===== src/rtl/rv32i_types.sv =====
// Shared RV32 types for the multiply cluster: words, mul op encoding, controller states.
// Latency: n/a (types and a pure helper function only).
// Backpressure: n/a.
package rv32i_types;

  typedef logic [31:0] rv32i_word;

  // Encoding matches funct3[1:0] of the RV32M multiply group.
  typedef enum logic [1:0] {
    MUL    = 2'b00,
    MULH   = 2'b01,
    MULHSU = 2'b10,
    MULHU  = 2'b11
  } mul_op_t;

  typedef enum logic [1:0] {
    IDLE = 2'd0,
    BUSY = 2'd1,
    RESP = 2'd2
  } mul_ctrl_state_t;

  typedef enum logic [1:0] {
    B_RDY  = 2'd0,
    B_CALC = 2'd1,
    B_DONE = 2'd2
  } booth_state_t;

  localparam int BOOTH_W    = 33;
  localparam int BOOTH_ITER = 33;

  // {licand_sign, lier_sign}; low-half MUL is sign-agnostic but runs signed.
  function automatic logic [1:0] mul_signs(input mul_op_t op);
    case (op)
      MUL, MULH: mul_signs = 2'b11;
      MULHSU:    mul_signs = 2'b10;
      default:   mul_signs = 2'b00;
    endcase
  endfunction

endpackage


===== src/rtl/mul_ctrl_booth.sv =====
// 33-bit radix-2 booth multiplier, one recode/add/shift step per cycle.
// Latency: load edge, 33 iterate cycles, then mult_resp held in DONE until mult drops.
// Backpressure: no abort; mult low freezes the iteration, mult low in DONE returns to ready.
module booth
  import rv32i_types::*;
(
  input  logic      clk,
  input  logic      rst,
  input  logic      mult,
  input  rv32i_word licand,
  input  rv32i_word lier,
  input  logic      licand_sign,
  input  logic      lier_sign,
  output logic      mult_resp,
  output rv32i_word product_l,
  output rv32i_word product_u
);

  booth_state_t       st;
  logic [BOOTH_W:0]   acc;    // one guard bit so A +/- M never overflows
  logic [BOOTH_W-1:0] m;
  logic [BOOTH_W-1:0] q;
  logic               q_m1;
  logic [5:0]         cnt;
  logic [BOOTH_W:0]   m_ext;
  logic [BOOTH_W:0]   sum;

  always_comb begin
    m_ext = {m[BOOTH_W-1], m};
    sum   = acc;
    case ({q[0], q_m1})
      2'b10:   sum = acc - m_ext;
      2'b01:   sum = acc + m_ext;
      default: sum = acc;
    endcase
  end

  always_ff @(posedge clk) begin
    if (rst) begin
      st   <= B_RDY;
      acc  <= '0;
      m    <= '0;
      q    <= '0;
      q_m1 <= 1'b0;
      cnt  <= '0;
    end else begin
      case (st)
        B_RDY: begin
          if (mult) begin
            m    <= {licand_sign & licand[31], licand};
            q    <= {lier_sign & lier[31], lier};
            acc  <= '0;
            q_m1 <= 1'b0;
            cnt  <= '0;
            st   <= B_CALC;
          end
        end
        B_CALC: begin
          if (mult) begin
            // arithmetic shift right of {acc, q, q_m1}
            acc  <= {sum[BOOTH_W], sum[BOOTH_W:1]};
            q    <= {sum[0], q[BOOTH_W-1:1]};
            q_m1 <= q[0];
            cnt  <= cnt + 6'd1;
            if (cnt == 6'(BOOTH_ITER - 1)) st <= B_DONE;
          end
        end
        B_DONE: begin
          if (!mult) st <= B_RDY;
        end
        default: st <= B_RDY;
      endcase
    end
  end

  assign mult_resp = (st == B_DONE);
  assign product_l = q[31:0];
  assign product_u = {acc[30:0], q[32]};

endmodule


===== src/rtl/mul_ctrl.sv =====
// Round-robin issue front end for the shared booth multiplier; optional MUL_FUSE_EN reuses the last product.
// Latency: accept to resp_valid 36 cycles (1 cycle on a fuse hit); one op in flight.
// Backpressure: req_ready only in IDLE without flush; resp held until resp_ready, flush drops it.
module mul_ctrl
  import rv32i_types::*;
#(
  parameter  int N_REQ = 2,
  parameter  int TAG_W = 6,
  localparam int ID_W  = (N_REQ > 1) ? $clog2(N_REQ) : 1
) (
  input  logic                   clk,
  input  logic                   rst_n,
  input  logic                   flush,
  input  logic [N_REQ-1:0]       req_valid,
  output logic [N_REQ-1:0]       req_ready,
  input  logic [2*N_REQ-1:0]     req_op,
  input  logic [32*N_REQ-1:0]    req_rs1,
  input  logic [32*N_REQ-1:0]    req_rs2,
  input  logic [TAG_W*N_REQ-1:0] req_tag,
  output logic                   resp_valid,
  input  logic                   resp_ready,
  output logic [31:0]            resp_data,
  output logic [TAG_W-1:0]       resp_tag,
  output logic [ID_W-1:0]        resp_id
);

  mul_ctrl_state_t  state;
  logic             kill;
  logic [ID_W-1:0]  rr_ptr;

  mul_op_t          cap_op;
  rv32i_word        cap_rs1;
  rv32i_word        cap_rs2;
  logic [TAG_W-1:0] cap_tag;
  logic [ID_W-1:0]  cap_id;

  logic             grant_vld;
  logic [ID_W-1:0]  grant;
  logic [ID_W-1:0]  rr_nxt;
  logic             accept;
  mul_op_t          g_op;
  rv32i_word        g_rs1;
  rv32i_word        g_rs2;
  logic [TAG_W-1:0] g_tag;

  logic             mult;
  logic             mult_resp;
  rv32i_word        product_l;
  rv32i_word        product_u;
  logic [1:0]       cap_signs;
  rv32i_word        sel_res;

  logic             hit;
  rv32i_word        hit_data;

  // first valid port at or after rr_ptr
  always_comb begin
    int idx;
    grant_vld = 1'b0;
    grant     = '0;
    idx       = 0;
    for (int i = 0; i < N_REQ; i++) begin
      idx = int'(rr_ptr) + i;
      if (idx >= N_REQ) idx = idx - N_REQ;
      if (!grant_vld && req_valid[idx]) begin
        grant_vld = 1'b1;
        grant     = ID_W'(idx);
      end
    end
  end

  assign accept    = (state == IDLE) && grant_vld && !flush;
  assign req_ready = accept ? (N_REQ'(1) << grant) : '0;
  assign rr_nxt    = (grant == ID_W'(N_REQ - 1)) ? '0 : grant + ID_W'(1);

  assign g_op  = mul_op_t'(req_op[int'(grant)*2 +: 2]);
  assign g_rs1 = req_rs1[int'(grant)*32 +: 32];
  assign g_rs2 = req_rs2[int'(grant)*32 +: 32];
  assign g_tag = req_tag[int'(grant)*TAG_W +: TAG_W];

  assign mult      = (state == BUSY);
  assign cap_signs = mul_signs(cap_op);
  assign sel_res   = (cap_op == MUL) ? product_l : product_u;

  booth u_booth (
    .clk         (clk),
    .rst         (~rst_n),
    .mult        (mult),
    .licand      (cap_rs1),
    .lier        (cap_rs2),
    .licand_sign (cap_signs[1]),
    .lier_sign   (cap_signs[0]),
    .mult_resp   (mult_resp),
    .product_l   (product_l),
    .product_u   (product_u)
  );

`ifdef MUL_FUSE_EN
  rv32i_word h_rs1;
  rv32i_word h_rs2;
  logic      h_ls;
  logic      h_rs;
  rv32i_word h_pl;
  rv32i_word h_pu;
  logic      hit_v;

  // killed results still refresh the held set: the product itself is valid
  always_ff @(posedge clk) begin
    if (!rst_n) begin
      h_rs1 <= '0;
      h_rs2 <= '0;
      h_ls  <= 1'b0;
      h_rs  <= 1'b0;
      h_pl  <= '0;
      h_pu  <= '0;
      hit_v <= 1'b0;
    end else if ((state == BUSY) && mult_resp) begin
      h_rs1 <= cap_rs1;
      h_rs2 <= cap_rs2;
      h_ls  <= cap_signs[1];
      h_rs  <= cap_signs[0];
      h_pl  <= product_l;
      h_pu  <= product_u;
      hit_v <= 1'b1;
    end
  end

  assign hit      = hit_v && (g_rs1 == h_rs1) && (g_rs2 == h_rs2) &&
                    ((g_op == MUL) || ({h_ls, h_rs} == mul_signs(g_op)));
  assign hit_data = (g_op == MUL) ? h_pl : h_pu;
`else
  assign hit      = 1'b0;
  assign hit_data = '0;
`endif

  always_ff @(posedge clk) begin
    if (!rst_n) begin
      state     <= IDLE;
      kill      <= 1'b0;
      rr_ptr    <= '0;
      cap_op    <= MUL;
      cap_rs1   <= '0;
      cap_rs2   <= '0;
      cap_tag   <= '0;
      cap_id    <= '0;
      resp_data <= '0;
      resp_tag  <= '0;
      resp_id   <= '0;
    end else begin
      case (state)
        IDLE: begin
          if (accept) begin
            cap_op  <= g_op;
            cap_rs1 <= g_rs1;
            cap_rs2 <= g_rs2;
            cap_tag <= g_tag;
            cap_id  <= grant;
            rr_ptr  <= rr_nxt;
            if (hit) begin
              resp_data <= hit_data;
              resp_tag  <= g_tag;
              resp_id   <= grant;
              state     <= RESP;
            end else begin
              state <= BUSY;
            end
          end
        end
        BUSY: begin
          // booth cannot abort, so a flush only marks the op for discard
          if (mult_resp) begin
            kill <= 1'b0;
            if (kill || flush) begin
              state <= IDLE;
            end else begin
              resp_data <= sel_res;
              resp_tag  <= cap_tag;
              resp_id   <= cap_id;
              state     <= RESP;
            end
          end else if (flush) begin
            kill <= 1'b1;
          end
        end
        RESP: begin
          if (flush || resp_ready) state <= IDLE;
        end
        default: state <= IDLE;
      endcase
    end
  end

  assign resp_valid = (state == RESP) && !flush;

endmodule


===== config.mk =====
export PLATFORM = sky130hd
export DESIGN_NAME = mul_ctrl
export DESIGN_NICKNAME = d
export VERILOG_FILES = /design/src/rtl/rv32i_types.sv /design/src/rtl/mul_ctrl_booth.sv /design/src/rtl/mul_ctrl.sv
export SDC_FILE = /design/constraint.sdc
export NUM_CORES = 1
export LEC_CHECK = 0
export ABC_AREA = 0
export ABC_CLOCK_PERIOD_IN_PS = 3400
export CAP_MARGIN = 20
export CORE_MARGIN = 5
export CORE_UTILIZATION = 40
export DETAILED_ROUTE_END_ITERATION = 8
export GPL_TIMING_DRIVEN = 0
export SLEW_MARGIN = 5
export SYNTH_ARGS = -nofsm -noshare
export SYNTH_HDL_FRONTEND = slang
export SYNTH_SLANG_ARGS = --single-unit

===== constraint.sdc =====
create_clock -name clk -period 3.4 [get_ports clk]
set_input_delay 0.51 -clock clk [delete_from_list [all_inputs] [get_ports clk]]
set_output_delay 0.51 -clock clk [all_outputs]
set_load 0.005 [all_outputs]

=== Word-level counts from Yosys, hierarchy flattened ===
Index checks and enable logic that the tools add are counted.
Widths: inputs -> output; s select.

* Bits in registers: 225
* Input port bits: 150
* Output and inout bits: 42
* Word-level logic and storage cells: 115

* Add/subtract/negate cells: 7
* Multiply operators: 1
* Order comparisons: 4
* Eq/ne operators: 16
* Shift-type cells: 5
* Mux-type cells: 41
* Bitwise gates (word level): 3
* Reduce and logical (&&, ||, !) cells: 21

{| class="wikitable"
|+ Operators with widths
! kind !! count
|-
| $pmux 34 s2 || 2
|-
| $shiftx 64x7->32 || 2
|-
| $mux 32 || 3
|-
| $mux 34 || 2
|-
| $mux 33 || 2
|-
| $pmux 33 s2 || 1
|-
| $lt 32x3->1 const B || 2
|-
| $add 34x34->34 || 1
|-
| $sub 34x34->34 || 1
|-
| $mux 2 || 9
|-
| $mux 1 || 15
|-
| $mux 6 || 2
|-
| $pmux 2 s3 || 2
|-
| $pmux 6 s2 || 1
|-
| $shiftx 12x5->6 || 1
|-
| $reduce_and 3->1 || 3
|-
| $eq 2x1->1 const B || 4
|-
| $eq 2x2->1 const B || 4
|-
| $ne 2x2->1 const B || 4
|-
| $add 6x1->6 const B || 1
|-
| $eq 6x6->1 const B || 1
|-
| $logic_not 2->1 || 3
|-
| $ne 2x1->1 const B || 3
|-
| $reduce_and 2->1 || 3
|-
| 19 further kinds || 26
|}

=== Depth between registers and ports, before layout ===
Gate-level depths: netlist of the first run.

* Word-level depth: 13
* Depth in mapped cells: 18

=== By module ===
A second synthesis of the first run with hierarchy kept.

* Cell total of the unflattened synthesis: 1498
* Area total of the unflattened synthesis: 12558.3 um^2

{| class="wikitable"
|+ By module, submodules not included
! module !! times used !! cells each !! area each (um^2)
|-
| booth || 1 || 913 || 7158.1
|-
| mul_ctrl || 1 || 585 || 5400.2
|}

=== Least setup slack after synthesis of the first run ===
No wires, ideal clock.

* Path type: reg-to-reg
* Start point: register u_booth.m[5]
* End point: register u_booth.acc[32]
* Library setup time: 69 ps
* Data arrival time: 3597 ps
* Required time: 3331 ps
* Setup slack: -266 ps
* Cell stages (with the launch flop): 16
* Buffers on the path: 1
* Cell sequence: dfxtp_1 -> or4_4 -> nor3_1 -> nor2b_1 -> a21oi_1 -> xor2_1 -> ha_1 -> clkbuf_1 -> a21oi_1 -> o21ai_1 -> a31oi_1 -> o21ai_0 -> o21ba_2 -> a41oi_2 -> xnor3_1 -> o21ai_1

* Longest elaborated chain between the ends: 4

{| class="wikitable"
|+ Ends and longest elaborated chain
! what !! RTL line !! RTL
|-
| from (decl) || mul_ctrl_booth.sv:21 || <nowiki>logic [BOOTH_W-1:0] m;</nowiki>
|-
| from (signal assigned) || mul_ctrl_booth.sv:50 || <nowiki>m <= {licand_sign & licand[31], licand};</nowiki>
|-
| $add 34x34->34 or $sub 34x34->34 (tied branches) || mul_ctrl_booth.sv:33, mul_ctrl_booth.sv:32 ||
|-
| $pmux 34 s2 (*) || mul_ctrl_booth.sv:31 || <nowiki>case ({q[0], q_m1})</nowiki>
|-
| $mux 34 (*) || mul_ctrl_booth.sv:59 || <nowiki>if (mult) begin</nowiki>
|-
| $pmux 34 s2 (*) || mul_ctrl_booth.sv:47 || <nowiki>case (st)</nowiki>
|-
| to (signal assigned) || mul_ctrl_booth.sv:61 || <nowiki>acc <= {sum[BOOTH_W], sum[BOOTH_W:1]};</nowiki>
|-
| to (decl) || mul_ctrl_booth.sv:20 || <nowiki>logic [BOOTH_W:0] acc;</nowiki>
|}

Mark *: on every way between the ends. The rest lies on a longest branch, timed or not. The select of a mux whose other input is x is not followed.
A chain may end at the register's enable or synchronous reset.

=== Worst setup path after layout of the first run ===
* Start point: register u_booth.m[1]
* End point: register u_booth.acc[24]

The elaborated chain is that of the path after synthesis.

==> impl_metrics.json, run 1 <==
{
  "antenna_found_initial": 0,
  "synth_edf_count": 0,
  "path_buf_inv": 3,
  "rows": 64,
  "yosys_warnings": 0,
  "crit_top_cell": "a21o_1",
  "slew_headroom_pct": 45.2,
  "track_usage_pct": 21.8,
  "grt_start_max_net_pins": 20,
  "final_nets": 1949,
  "finalSetupViolations": 11,
  "first_iter_violations": 755,
  "cellLeakagePower_nw": 8.19,
  "worst_skew_pair.late_latency_ns": 0.54,
  "path_cells": "inv_1 -> ha_2 -> nand3b_1 -> o21ai_0 -> xnor2_1 -> ha_1 -> buf_6 -> a21o_1 -> a21o_1 -> a21o_1 -> a221oi_4 -> o41ai_4 -> buf_4 -> and3_4 -> o41ai_4 -> a32o_1",
  "clock-sinks": 224,
  "drt-total-wl_um": 40500,
  "r2r-start": "u_booth.m[1]$_SDFFE_PN0P_",
  "cts_buffer_depth": 3,
  "slew_viol_final": 0,
  "status": "finished, violations left",
  "slowest_delay_ns": 0.36,
  "violations": "setup timing",
  "fin_worst_skew_ns": 0.0218,
  "dp_hpwl_um": 30700,
  "vias": 11887,
  "cts_tree": "done",
  "grt_pass1_wl_um": 63100,
  "overflow": 0,
  "hold_end": "u_booth.m[12]$_SDFFE_PN0P_",
  "endpoint_kind": "flop",
  "synthesis.area_sq_mm": 0.0125,
  "powerDensity_mw_per_mm2": 471,
  "area_growth_pct": 39.1,
  "internal-power_mw": 5.66,
  "reg2reg_slack_ns": -0.18,
  "post-route-min-period_ns": 3.58,
  "placed_area_sq_mm": 0.0150,
  "cp_max_fo": 9,
  "synthCells": 1487,
  "synth.distinct_cells": 71,
  "numCtsBuffers": 26,
  "synth_seq_area_share_pct": 35.8,
  "min_period_over_period_pct": 105,
  "portBuffers": 190,
  "coreArea_sq_mm": 0.0307,
  "crit_type": "reg2reg",
  "dr.pass1.iters": 7,
  "tightest_slew_ns": 0.822,
  "cp.arrival_ns": 4.06,
  "die_x_um": 187,
  "p_seq_share_pct": 34.9,
  "start_util_pct": 40.7,
  "dp_slack_ns": -0.903,
  "fin_setup_tns_ns": -0.985,
  "hold_viol_final": 0,
  "remaining_drc_errors": 0,
  "post-route-worst-setup-slack_ns": -0.185,
  "place_congestion": 0.912,
  "comb_power_share_pct": 29.3,
  "ys.flop_type": "dfxtp_1",
  "grt_pass1_vias": 11711,
  "p_clk_share_pct": 35.8,
  "rsz0062_at_grt": "yes",
  "routedWlPerCell_um": 18.6,
  "vias_per_cell": 5.47,
  "num-fill-cells": 2860,
  "ant_nets": 0,
  "cts.clk_slew.worst_paths_ns": 0.06,
  "critPathTopFamily": "compound AO/OA/AOI/OAI gates",
  "die_h_um": 187,
  "rr_worst_depth": 16,
  "r2r-end": "u_booth.acc[24]$_SDFFE_PN0P_",
  "synth-seq-cells": 224,
  "cts_max_level": 1,
  "maxCapViolations": 0,
  "crit_required_ns": 3.87,
  "ios": 192,
  "holdWs_ns": 0.460,
  "insertedDiodeCount": 0,
  "power.switching_mw": 2.54,
  "hold_path_depth": 2,
  "peakVddDrop_mv": 0.321,
  "die_area_sq_mm": 0.0350,
  "syn_avg_cell_area_sq_um": 8.42,
  "drive_above_1_share_pct": 16.0,
  "startpoint_type": "flop",
  "min_path_type": "reg2reg",
  "sw_frac_of_total_pct": 31.0,
  "syn_nets": 1675,
  "async_reset_ff_share_pct": 0,
  "cts_root_buf": "clkbuf_16",
  "min_from": "cap_rs1[12]$_SDFFE_PN0P_",
  "design_area_sq_mm": 0.0174,
  "utilization_pct": 56.7,
  "slowest_stage": "dfxtp_4",
  "fmax_mhz": 279
}
-- per-layer routing --
layer / part of all wire, % / routed length [um] / track usage (%)
met2: 46 / 18500 / 36.2
met5: 0 / 0 / 0
met1: 47 / 19100 / 30.2
met4: 2.3 / 940 / 4.47
met3: 4.7 / 1920 / 3.25
-- state kept, by name, summed over array words and instances (netlist names), 2 cells and up --
signal	cells
cap_op	2
cap_rs1	32
cap_rs2	32
cap_tag	6
resp_data	32
resp_tag	6
state	2
u_booth.acc	33
u_booth.cnt	6
u_booth.m	33
u_booth.q	33
u_booth.st	2
-- through the flow --
step	power (mW)	std cells
final	8.20	2174
after global routing	8.56	2174
after CTS	7.95	2144
after detailed placement	4.68	2074
after global placement	4.65	2073
after floorplan	4.08	1487
-- power groups by stage --
| stage | logic (mW) | registers, mW | clock network (mW) |
|---|---|---|---|
| 2_1_floorplan | 1.21 | 2.88 | 0 |
| 3_3_place_gp | 1.74 | 2.91 | 0 |
| 3_5_place_dp | 1.76 | 2.91 | 0 |
| 4_1_cts | 2.11 | 2.86 | 2.99 |
| 5_1_grt | 2.59 | 2.87 | 3.09 |
| 6_report | 2.40 | 2.86 | 2.94 |
-- area by class of cell --
class | count | area, sq um | share of cell area (%)
clock buffers | 35 | 724 | 4.16
flip-flops and latches | 224 | 4510 | 25.9
plain buffers | 102 | 424 | 2.43
inverters | 21 | 86.3 | 0.495
well taps | 396 | 495 | 2.84
clock inverters | 10 | 170 | 0.977
repair buffers | 258 | 2440 | 14.0
multi-input cells | 1128 | 8570 | 49.2
-- logic make-up (layout without fill, tap and decap cells) --
| kind of cell | Yosys count | after routing | share of synthesized area, % |
|---|---|---|---|
| XOR/XNOR | 59 | 59 | 4.24 |
| multiplexers | 103 | 103 | 8.26 |
| AND/OR/NAND/NOR | 518 | 518 | 18.3 |
| AO/OA/AOI/OAI | 410 | 410 | 25.3 |
| flip-flops | 224 | 224 | 35.8 |
| buffers and inverters | 135 | 426 | 4.24 |
| adder cells (fa/ha/maj) | 38 | 38 | 3.86 |
-- layout by cell type (no fill, tap or decap), drive strengths merged, types with 6 or more instances in the layout --
| cell type | instances |
|---|---|
| nand2 | 309 |
| dfxtp | 224 |
| clkdlybuf4s50 | 190 |
| o211a | 133 |
| clkbuf | 124 |
| mux2i | 100 |
| buf | 81 |
| o21ai | 78 |
| nand3 | 56 |
| nor2 | 56 |
| a21boi | 54 |
| a21oi | 54 |
| xor2 | 40 |
| ha | 37 |
| inv | 21 |
| a21o | 20 |
| nor2b | 19 |
| nor3 | 19 |
| xnor2 | 18 |
| nand4 | 13 |
| and3 | 10 |
| a31oi | 9 |
| nand2b | 7 |
| a22oi | 6 |
| and2 | 6 |
| o221ai | 6 |
| o21a | 6 |
| a221oi | 6 |
-- cell usage after synthesis (10+ instances only) --
cell	instances	share of area, %
buf_1	10	0.30
nand4_1	13	0.65
o211a_1	133	11
nor2b_1	19	0.95
nand2_1	309	9.3
o21ai_0	75	3.0
a21boi_0	53	3.2
inv_1	20	0.60
clkbuf_1	99	3.0
a21o_1	19	1.1
dfxtp_1	224	36
nand3_1	56	2.2
a21oi_1	54	2.2
nor3_1	18	0.72
nor2_1	55	1.6
xnor2_1	18	1.3
mux2i_1	100	8.0
xor2_1	40	2.8
ha_1	37	3.7
-- worst register-to-register path: cells and delay by family (launching register included) --
kind	cells	cell delay, ns
compound gates	8	1.77
fa+ha+maj	2	0.48
buf+inv	3	0.37
flops	1	0.36
simple gates	2	0.34
xor+xnor	1	0.20
-- worst max-delay path by stage --
stage                               start                            to  slack [ns]  depth (start not counted)
6_report        u_booth.m[1]$_SDFFE_PN0P_  u_booth.acc[24]$_SDFFE_PN0P_       -0.18                         16
5_1_grt         u_booth.m[0]$_SDFFE_PN0P_  u_booth.acc[32]$_SDFFE_PN0P_       -0.39                         18
4_1_cts         u_booth.m[6]$_SDFFE_PN0P_  u_booth.acc[25]$_SDFFE_PN0P_       -0.29                         12
3_5_place_dp    u_booth.q[0]$_SDFFE_PN0P_  u_booth.acc[29]$_SDFFE_PN0P_       -0.90                         15
3_3_place_gp    u_booth.q[0]$_SDFFE_PN0P_  u_booth.acc[25]$_SDFFE_PN0P_       -0.93                         15
2_1_floorplan  u_booth.m[10]$_SDFFE_PN0P_  u_booth.acc[32]$_SDFFE_PN0P_       -0.05                         16
-- what timing repair did --
item | 4_1_cts | 5_1_grt
resized for setup | 134 | 104
hold buffers | 0 | 0
pin swaps | 81 | 71
gates cloned | 0 | 0
setup endpoints to repair | 30 | 26
setup buffers | 36 | 31
hold endpoints to repair | 0 | 0
Power figures use the tool's default switching activity.
==> run 2: changes to the inputs <==
--- a/config.mk
+++ b/config.mk
@@ -12,6 +12,9 @@
 export CORE_UTILIZATION = 40
 export DETAILED_ROUTE_END_ITERATION = 8
 export GPL_TIMING_DRIVEN = 0
+export MAX_ROUTING_LAYER = met4
+export PLACE_DENSITY = 0.77
+export SKIP_CTS_REPAIR_TIMING = 1
 export SLEW_MARGIN = 5
 export SYNTH_ARGS = -nofsm -noshare
 export SYNTH_HDL_FRONTEND = slang
==> impl_metrics.json, run 2 (synthesis results as in run 1) <==
{
  "hold_viol_final": 0,
  "tightest_slew_ns": 0.925,
  "finalSetupViolations": 16,
  "fin_setup_tns_ns": -3.36,
  "cts_tree": "done",
  "cellLeakagePower_nw": 7.92,
  "ant_nets": 0,
  "r2r-end": "u_booth.acc[25]$_SDFFE_PN0P_",
  "endpoint_kind": "flop",
  "portBuffers": 190,
  "coreArea_sq_mm": 0.0307,
  "holdWs_ns": 0.460,
  "status": "finished, violations left",
  "violations": "setup timing",
  "startpoint_type": "flop",
  "grt_start_max_net_pins": 14,
  "critPathTopFamily": "compound AO/OA/AOI/OAI gates",
  "slowest_stage": "or4_4",
  "powerDensity_mw_per_mm2": 464,
  "maxCapViolations": 0,
  "grt_pass1_vias": 11827,
  "track_usage_pct": 21.7,
  "peakVddDrop_mv": 0.361,
  "ios": 192,
  "min_path_type": "reg2reg",
  "antenna_found_initial": 1,
  "vias_per_cell": 5.65,
  "fin_worst_skew_ns": 0.0171,
  "fmax_mhz": 267,
  "overflow": 0,
  "multi_input_area_sq_mm": 0.00830,
  "routedWlPerCell_um": 18.5,
  "dp_hpwl_um": 30600,
  "first_iter_violations": 905,
  "power_mw": 7.79,
  "area_growth_pct": 34.1,
  "cts_buffer_depth": 3,
  "worst_skew_pair.late_latency_ns": 0.53,
  "reg2reg_slack_ns": -0.34,
  "ff_latch_area_sq_mm": 0.00450,
  "rows": 64,
  "num-fill-cells": 2787,
  "die_x_um": 187,
  "vias": 12104,
  "die_h_um": 187,
  "cts_max_level": 1,
  "path_buf_inv": 1,
  "slew_headroom_pct": 38.3,
  "drive_above_1_share_pct": 12.7,
  "rsz0062_at_grt": "yes",
  "die_area_sq_mm": 0.0350,
  "post-route-worst-setup-slack_ns": -0.343,
  "start_util_pct": 40.7,
  "cp_max_fo": 5,
  "r2r-start": "u_booth.m[6]$_SDFFE_PN0P_",
  "cts.clk_slew.worst_paths_ns": 0.06,
  "rr_worst_depth": 14,
  "cp.arrival_ns": 4.14,
  "remaining_drc_errors": 0,
  "path_cells": "or4_4 -> nor3_4 -> nor2_2 -> xor2_2 -> ha_4 -> buf_12 -> nand3_4 -> o221ai_4 -> o311a_1 -> o31ai_4 -> o21a_1 -> o21ai_2 -> xnor2_2 -> a21oi_2",
  "hold_path_depth": 2,
  "insertedDiodeCount": 0,
  "final_cell_mix": "nand2_1 (307), dfxtp_1 (216), clkdlybuf4s50_1 (190)",
  "clock-sinks": 224,
  "cts_root_buf": "clkbuf_16",
  "slew_viol_final": 0,
  "mostFrequentLayoutCell": "nand2_1",
  "drt-total-wl_um": 39700,
  "crit_required_ns": 3.80,
  "slowest_delay_ns": 0.59,
  "largestRegisters": "u_booth.acc x33, u_booth.m x33, u_booth.q x33",
  "min_period_over_period_pct": 110,
  "post-route-min-period_ns": 3.74,
  "numCtsBuffers": 25,
  "place_congestion": 0.962,
  "hold_end": "u_booth.m[6]$_SDFFE_PN0P_",
  "min_from": "cap_rs1[6]$_SDFFE_PN0P_",
  "crit_type": "reg2reg",
  "grt_pass1_wl_um": 62000,
  "dr.pass1.iters": 8,
  "final_nets": 1914
}
-- run 2: cell count changes in the layout (fill, tap and decap cells not counted), moves of 4 or more --
cell | previous run | this run
a21oi_1 | 26 | 34
a21oi_2 | 22 | 18
buf_6 | 9 | 5
dfxtp_1 | 212 | 216
a21oi_4 | 6 | 2
nor2_1 | 42 | 47
ha_1 | 17 | 21
buf_4 | 62 | 28
nor2_2 | 9 | 5
ha_4 | 17 | 12
-- run 2: worst max path at each step --
stage | depth (start not counted) | start | endpoint
after floorplan | 16 | u_booth.m[10]$_SDFFE_PN0P_ | u_booth.acc[32]$_SDFFE_PN0P_
after global placement | 15 | u_booth.q[0]$_SDFFE_PN0P_ | u_booth.acc[29]$_SDFFE_PN0P_
after detailed placement | 15 | u_booth.q[0]$_SDFFE_PN0P_ | u_booth.acc[29]$_SDFFE_PN0P_
after CTS | 15 | u_booth.q[0]$_SDFFE_PN0P_ | u_booth.acc[29]$_SDFFE_PN0P_
after global routing | 15 | u_booth.m[11]$_SDFFE_PN0P_ | u_booth.acc[31]$_SDFFE_PN0P_
final | 14 | u_booth.m[6]$_SDFFE_PN0P_ | u_booth.acc[25]$_SDFFE_PN0P_
-- run 2: routing by layer --
metal	vias up	routed length, um	GRT usage, %
met5	-	0	-
met2	432	18600	35.7
met1	5806	17400	28.5
met4	0	1010	4.41
li1	5790	-	-
met3	76	2710	3.32
-- run 2: layout make-up --
cell class	count	area share [%]
buffer	105	2.67
clock buffer	35	4.25
clock inverter	11	0.603
inverter	21	0.499
multi-input combinational	1128	49.4
sequential	224	26.8
tap	396	2.95
timing repair buffer	221	12.9
-- run 2: power by group --
part           internal [mW]  switching, mW  total (mW)
Combinational           1.02           1.24        2.26
Sequential              2.76          0.106        2.86
Clock                   1.55           1.12        2.67
Total                   5.33           2.46        7.79
-- run 2: worst reg2reg max path: cells and delay by family, from the launching register on --
| family | cells | cell delay, ns |
|---|---|---|
| adder cells (fa/ha/maj) | 1 | 0.27 |
| AO/OA/AOI/OAI | 6 | 1.32 |
| buffers and inverters | 1 | 0.13 |
| flip-flops | 1 | 0.35 |
| AND/OR/NAND/NOR | 4 | 1.00 |
| XOR/XNOR | 2 | 0.55 |
-- run 2: per-stage QoR --
step	util, %	instances	worst slack (ns)	instance area [sq um]
after floorplan	-	1487	-0.0495	12600
after global placement	48.7	2073	-0.861	15000
after detailed placement	48.7	2074	-0.839	15000
after CTS	51.4	2120	-0.865	15800
after global routing	54.6	2141	-0.459	16800
final	54.6	2141	-0.343	16800
